===== src/rtl/serial_pattern_detector.sv =====
// serial_pattern_detector
//
// Serial sequence detector for a PAT_W-bit pattern that can be reloaded at run
// time. Qualified input bits shift into a history register, and the history is
// compared against the pattern register. A match produces a registered
// one-cycle pulse on Out. Both overlapping and non-overlapping detection are
// supported.
//
// Parameters:
//   PAT_W     pattern length in bits (2..32)
//   PAT_INIT  pattern register value after reset
//   CNT_W     match counter width (1..16)
//
// Ports:
//   clk        rising-edge clock
//   rst        synchronous active-high reset
//   InA        serial data bit
//   in_valid   InA is sampled only when high
//   load       load `pattern`; aborts any partial sequence
//   pattern    new pattern, first-received bit is the MSB
//   overlap    1 = overlapping detection, 0 = non-overlapping
//   clr_cnt    clear the match counter
//   Out        registered match pulse
//   match_cnt  saturating match count
//   armed      history holds at least PAT_W valid bits
//
// Build option: define SERIAL_PATTERN_DETECTOR_CNT_EN to build the saturating
// match counter. Without it, match_cnt is tied to 0 and clr_cnt is ignored.

module serial_pattern_detector #(
  parameter int              PAT_W    = 8,
  parameter logic [PAT_W-1:0] PAT_INIT = PAT_W'(8'b1001_1011),
  parameter int              CNT_W    = 8
) (
  input  logic             clk,
  input  logic             rst,
  input  logic             InA,
  input  logic             in_valid,
  input  logic             load,
  input  logic [PAT_W-1:0] pattern,
  input  logic             overlap,
  input  logic             clr_cnt,
  output logic             Out,
  output logic [CNT_W-1:0] match_cnt,
  output logic             armed
);

  localparam int FW = $clog2(PAT_W + 1);
  localparam logic [FW-1:0] FULL = FW'(PAT_W);

  logic [PAT_W-1:0] pat_r;
  logic [PAT_W-1:0] hist;
  logic [FW-1:0]    fill;

  logic [PAT_W-1:0] hist_shift;
  logic [FW-1:0]    fill_inc;
  logic             match;
  logic [PAT_W-1:0] hist_d;
  logic [FW-1:0]    fill_d;

  // The match is evaluated on the post-shift view, so Out rises on the edge
  // that samples the final pattern bit.
  always_comb begin
    hist_shift = {hist[PAT_W-2:0], InA};
    fill_inc   = (fill == FULL) ? FULL : fill + FW'(1);
    match      = in_valid & ~load & (fill_inc == FULL) & (hist_shift == pat_r);

    hist_d = hist;
    fill_d = fill;
    if (load) begin
      hist_d = '0;
      fill_d = '0;
    end else if (in_valid) begin
      if (match && !overlap) begin
        // In non-overlapping mode, the next match needs PAT_W fresh bits.
        hist_d = '0;
        fill_d = '0;
      end else begin
        hist_d = hist_shift;
        fill_d = fill_inc;
      end
    end
  end

  always_ff @(posedge clk) begin
    if (rst) begin
      pat_r <= PAT_INIT;
      hist  <= '0;
      fill  <= '0;
      Out   <= 1'b0;
      armed <= 1'b0;
    end else begin
      if (load) pat_r <= pattern;
      hist  <= hist_d;
      fill  <= fill_d;
      Out   <= match;
      armed <= (fill_d == FULL);
    end
  end

  // The oldest history bit is shifted out before the compare, so it only
  // exists to keep the history register PAT_W bits wide.
  logic unused_hist_msb;
  assign unused_hist_msb = hist[PAT_W-1];

`ifdef SERIAL_PATTERN_DETECTOR_CNT_EN
  logic [CNT_W-1:0] cnt;

  // When clr_cnt coincides with a match, the counter clears and then counts
  // that match, so it ends at 1.
  always_ff @(posedge clk) begin
    if (rst) begin
      cnt <= '0;
    end else if (clr_cnt) begin
      cnt <= match ? CNT_W'(1) : '0;
    end else if (match && (cnt != {CNT_W{1'b1}})) begin
      cnt <= cnt + CNT_W'(1);
    end
  end

  assign match_cnt = cnt;
`else
  logic unused_clr_cnt;
  assign unused_clr_cnt = clr_cnt;
  assign match_cnt      = '0;
`endif

endmodule


===== config.mk =====
export PLATFORM = sky130hd
export DESIGN_NAME = serial_pattern_detector
export DESIGN_NICKNAME = d
export VERILOG_FILES = /design/src/rtl/serial_pattern_detector.sv
export SDC_FILE = /design/constraint.sdc
export NUM_CORES = 1
export LEC_CHECK = 0
export BUFFER_PORTS_ARGS = -buffer_cell sky130_fd_sc_hd__buf_4
export CAP_MARGIN = 20
export CELL_PAD_IN_SITES_DETAIL_PLACEMENT = 0
export CELL_PAD_IN_SITES_GLOBAL_PLACEMENT = 1
export CORE_ASPECT_RATIO = 2
export CORE_MARGIN = 3
export CORE_UTILIZATION = 30
export DETAILED_ROUTE_END_ITERATION = 8
export PLACE_DENSITY_LB_ADDON = 0.2
export SETUP_SLACK_MARGIN = 0.05
export SLEW_MARGIN = 20
export SYNTH_ARGS = -nofsm -noshare
export SYNTH_HDL_FRONTEND = slang
export SYNTH_SLANG_ARGS = --single-unit

===== constraint.sdc =====
create_clock -name clk -period 1.95 [get_ports clk]
set_input_delay 0.0975 -clock clk [delete_from_list [all_inputs] [get_ports clk]]
set_output_delay 0.0975 -clock clk [all_outputs]
set_load 0.005 [all_outputs]

=== After elaboration in Yosys (flattened, before gate mapping) ===
Index checks and enable logic that the tools add are counted.

* Bits in read-only memories: 0
* Memories: 0
* Input bits: 15
* RAM bits: 0
* Latch bits: 0
* Register bits after elaboration: 21
* Logic and storage cells: 22
* Output and inout bits: 10

* Bitwise operators: 4
* Equal/unequal tests: 4
* Shifts and indexed selects: 0
* Reduce and logical (&&, ||, !) cells: 3
* Order comparisons: 0
* Div/mod/pow operators: 0
* Add/sub/neg operators: 1
* Multiplexer cells: 5
* $mul: 0

{| class="wikitable"
|+ Operators with widths
! cell !! count
|-
| 4-bit two-way mux || 4
|-
| 4-bit == test, second input constant || 3
|-
| 8-bit == test || 1
|-
| 7-bit two-way mux || 1
|-
| 4-bit by 1-bit adder with 4-bit output, second input constant || 1
|-
| 1-bit bitwise AND || 3
|-
| 2-bit OR reduction || 1
|-
| 1-bit logical AND || 1
|-
| 1-bit logical NOT || 1
|-
| 1-bit inverter || 1
|}

=== Logic depth before layout (Yosys ltp) ===
* Word-level depth: 10
* Gate-level depth with buffers: 6
* Gate-level depth less buffers: 6

=== Least setup slack after synthesis ===
OpenSTA, ideal clock, no wires.

* Kind: reg2reg
* Start point: register fill[0]
* End point: register hist[0]
* Buffers on the path: 0
* Clock period less this slack: 1.743 ns
* Required time: 1.815 ns
* Library setup time: 0.135 ns
* Slack: 0.207 ns
* Cell stages (with the launch flop): 7
* Arrival time: 1.608 ns
* Path through: dfxtp_1 -> inv_1 -> ha_1 -> nor3b_2 -> o211ai_1 -> nor4_4 -> o21ai_0

* Word-level cells in the longest chain between the ends: 7
* Elaborated cells between the ends (all ways): 8
* Classes of those cells: add/sub (1); eq/ne (2); mux (2); bitwise (2); reduce/logical (1)

{| class="wikitable"
|+ Ends and longest elaborated chain
! what !! RTL line !! source
|-
| from (decl) || 53 || <nowiki>logic [FW-1:0] fill;</nowiki>
|-
| from (signal assigned) || 95 || <nowiki>fill <= fill_d;</nowiki>
|-
| 4-bit by 1-bit adder with 4-bit output or 4-bit == test (tied branches) || 65 || <nowiki>fill_inc = (fill == FULL) ? FULL : fill + FW'(1);</nowiki>
|-
| 4-bit two-way mux (*) || 65 ||
|-
| 4-bit == test (*) || 66 || <nowiki>match = in_valid & ~load & (fill_inc == FULL) & (hist_shift == pat_r);</nowiki>
|-
| 1-bit bitwise AND (*) (2 in series) || 66 ||
|-
| 1-bit logical AND (*) || 74 || <nowiki>if (match && !overlap) begin</nowiki>
|-
| 7-bit two-way mux (*) || 74 ||
|-
| to (signal assigned) || 94 || <nowiki>hist <= hist_d;</nowiki>
|-
| to (decl) || 52 || <nowiki>logic [PAT_W-1:0] hist;</nowiki>
|}

Every way passes the cells marked *; elsewhere a longest branch is shown, timed or not.
A chain may end at the register's enable or synchronous reset.

=== Final worst setup path ===
* Start point: register fill[1]
* End point: register hist[3]

The elaborated chain is that of the path after synthesis.

==> run_results.csv <==
group,metric,value,unit
outcome,status,"completed",
synth,synthesis.area,1095,um2
drt,drt-total-wl,2.498,mm
synth,ys.warnings.count,0,
clocking,cts_tree,"done",
synth,synth_area_per_cell,9.278,um2
finish,syn2layout_area_growth,18.17,%
synth,yosys_register_bits,21,
drt,via_count,894,
timing,skew,0.001183,ns
drt,detail-route-antenna-nets,0,
drt,drt_drc_violations_left,0,
worst_setup_path,critical_path.startpoint_type,"flip-flop",
global_route,grt_start_max_net_pins,22,
global_route,antenna_found_initial,0,
power_and_ir_drop,pwr_density_cell,645.2,nW/um2
job,maxCapViolations,0,
clocking,cts_root_buffer,"clkbuf_8",
drt,route.detailed.wl_per_inst,13.58,um
clocking,cts_max_level,1,
finish,antenna_cells,0,
clocking,post-cts-setup-buffer-count,0,
power_and_ir_drop,vdd.ir_drop.worst,0.2762,mV
place,dp_hpwl,1.941,mm
floorplan,die_width,48.72,um
worst_setup_path,critPathRequiredTime,2.09,ns
timing,setup_viol,0,
drt,firstDrtPassIters,4,
finish,finish.net_count,154,
global_route,grt_pass1_vias,949,
worst_hold_path,min_delay_worst_endpoint,"pat_r[7]",
power_and_ir_drop,leakagePower,0.5030,nW
clocking,cts_buffers,3,
clocking,maximum_number_of_buffers_from_clock_root_to_sink,2,
place,globalplace.congestion,0.7864,
worst_setup_path,worst-r2r-cell-count,7,
drt,via_per_instance_ratio,4.859,
worst_setup_path,reg2reg_to,"hist[3]",
floorplan,starting_utilization_of_the_core_area,0.3170,
place,placement.io_buffers,15,
timing,timing.final.crit_share,0.8788,
floorplan,die_h,91.43,um
global_route,overflow,0,
worst_setup_path,worstSetupEndpointType,"flip-flop",
floorplan,core-area,3453,um2
power_and_ir_drop,power.total,0.0008347,W
timing,maximum_clock_frequency,583.6,MHz
timing,unrepaired_setup_endpoints_after_global_routing,"no",
timing,final_critical_path_setup_slack,0.2364,ns
worst_hold_path,holdPathStages,2,
floorplan,boundaryPins,25,
timing,timing.final.crit_period,1.714,ns
timing,drv_slew,0,
worst_setup_path,critPathMaxFanout,9,
worst_setup_path,worstSetupPathType,"flip-flop to flip-flop",
floorplan,die_area,4454,um2
timing,slew_headroom,0.4565,
worst_hold_path,hold_class,"input port to flip-flop",
synth,synthDistinctLibCells,30,
worst_hold_path,timing.hold.worst.start,"pattern[7]",
synth,synth-seq-area-share,0.3840,
place,placement.setup.worst_slack,0.2138,ns
synth,synthesis.instances,118,
global_route,grt_pass1_wl,4.333,mm
clocking,clkSinkCount,21,
worst_setup_path,setup.reg_to_reg.worst_slack,0.24,ns
timing,finalHoldViolCount,0,
worst_setup_path,worst_r2r_startpoint,"fill[1]",
drt,drt-initial-drc-count,14,
finish,fraction_of_layout_instances_using_a_drive_strength_above_1,0.1912,
worst_setup_path,worst_ep_arrival_time,1.85,ns
timing,fin_tns_setup,0,ns
floorplan,std_cell_rows,30,
clocking,worst_setup_hold_path_clk_slew,0.07,ns
timing,timing_worst_slew_pin_value,0.8091,ns
global_route,groute.usage.overall,0.1247,
clocking,cts_hold_repair_buffers,0,
clocking,worst_skew_pair.late_latency,0.25,ns
sequential cells by signal (all words and copies together) (netlist names):
register / cells
pat_r: 8
armed: 1
fill: 4
hist: 7
Out: 1
metrics by stage:
step | std cells | hold WS (ns) | area, um2 | utilization
3_5_place_dp | 180 | 0.3084 | 1245 | 0.3605
3_3_place_gp | 180 | 0.3045 | 1245 | 0.3605
5_1_grt | 184 | 0.03766 | 1294 | 0.3746
6_report | 184 | 0.04226 | 1294 | 0.3746
4_1_cts | 184 | 0.03642 | 1290 | 0.3736
2_1_floorplan | 125 | 0.1961 | 1121 | -
synthesized netlist by cell type (all sizes together):
master  number  area share
or3          2       0.011
nand2        9       0.031
o21ai        7       0.032
ha           2       0.023
nor2         5       0.017
conb         1      0.0034
dfxtp       21        0.38
inv          2      0.0069
a31oi        1      0.0057
nor2b        6       0.034
nand2b       1      0.0057
xor2         2       0.016
buf         12       0.075
o21a         1      0.0069
and3b        1      0.0080
xnor2        8       0.064
mux2i        5       0.046
nor4         2       0.025
nand4        2       0.011
nor3         5       0.023
clkbuf       1      0.0034
a211o        7       0.056
a21oi        1      0.0046
nor3b        2       0.023
or2b         1      0.0069
o211ai       1      0.0069
nand3        3       0.014
a32oi        7       0.056
area by class of cell:
class | count | area, um2
multi-input cells | 89 | 606.8
flip-flops and latches | 21 | 420.4
inverters | 2 | 7.507
well taps | 48 | 60.06
clock buffers | 4 | 45.04
repair buffers | 20 | 153.9
fillers | 387 | 2160
per-layer routing:
metal	global-route usage	vias up	part of all wire
li1	-	446	-
met1	0.1206	430	0.37
met2	0.2352	12	0.57
met3	0.01806	6	0.024
met4	0.08076	0	0.031
met5	0	-	0
where the power goes:
| group | internal, W | total (W) | switching [W] | leakage [nW] |
|---|---|---|---|---|
| Clock | 0.000145 | 0.000279 | 0.000134 | 0.0228 |
| Combinational | 0.0000510 | 0.000101 | 0.0000503 | 0.309 |
| Sequential | 0.000443 | 0.000454 | 0.0000111 | 0.172 |
| Total | 0.000640 | 0.000835 | 0.000195 | 0.503 |
kinds of logic after synthesis:
group / Yosys count / share of synthesized area
and+or+nand+nor: 39 / 0.2103
xor gates and xnor gates: 10 / 0.08001
buffers and inverters: 15 / 0.08571
DFF: 21 / 0.3840
adders and majority gates: 2 / 0.02285
AOI/OAI and AO/OA: 25 / 0.1680
muxes: 5 / 0.04572
other: 1 / 0.003425
layout by cell type, fill, tap and decap left out, types with 2 or more instances in the layout:
cell / instances
a32oi_1: 7
nor2_1: 5
buf_4: 19
clkbuf_8: 3
nor3_1: 5
dfxtp_1: 21
nor2b_1: 6
nand4_1: 2
mux2i_1: 5
xor2_1: 2
conb_1: 8
or3_1: 2
xnor2_1: 8
nand3_1: 3
nor3b_2: 2
ha_1: 2
inv_1: 2
nand2_1: 9
o21ai_0: 7
a211o_1: 7
critical path, cell delays in order, from the launching register on:
cell	delay, ns
dfxtp_1	0.35
inv_1	0.05
ha_1	0.29
nor3b_2	0.21
o211ai_1	0.16
nor4_4	0.29
buf_6	0.17
o21ai_0	0.09
how the worst max path moves through the flow:
stage	from	endpoint
after floorplan	fill[0]	hist[0]
after global placement	fill[0]	hist[0]
after detailed placement	fill[0]	hist[3]
after CTS	fill[0]	hist[3]
after global routing	fill[1]	hist[6]
final	fill[1]	hist[3]
timing repair:
| action | CTS | global route |
|---|---|---|
| setup endpoints to repair | 0 | 3 |
| gates resized for setup | 0 | 1 |
| endpoints found under the hold margin | 0 | 0 |
Power figures use the tool's default switching activity.
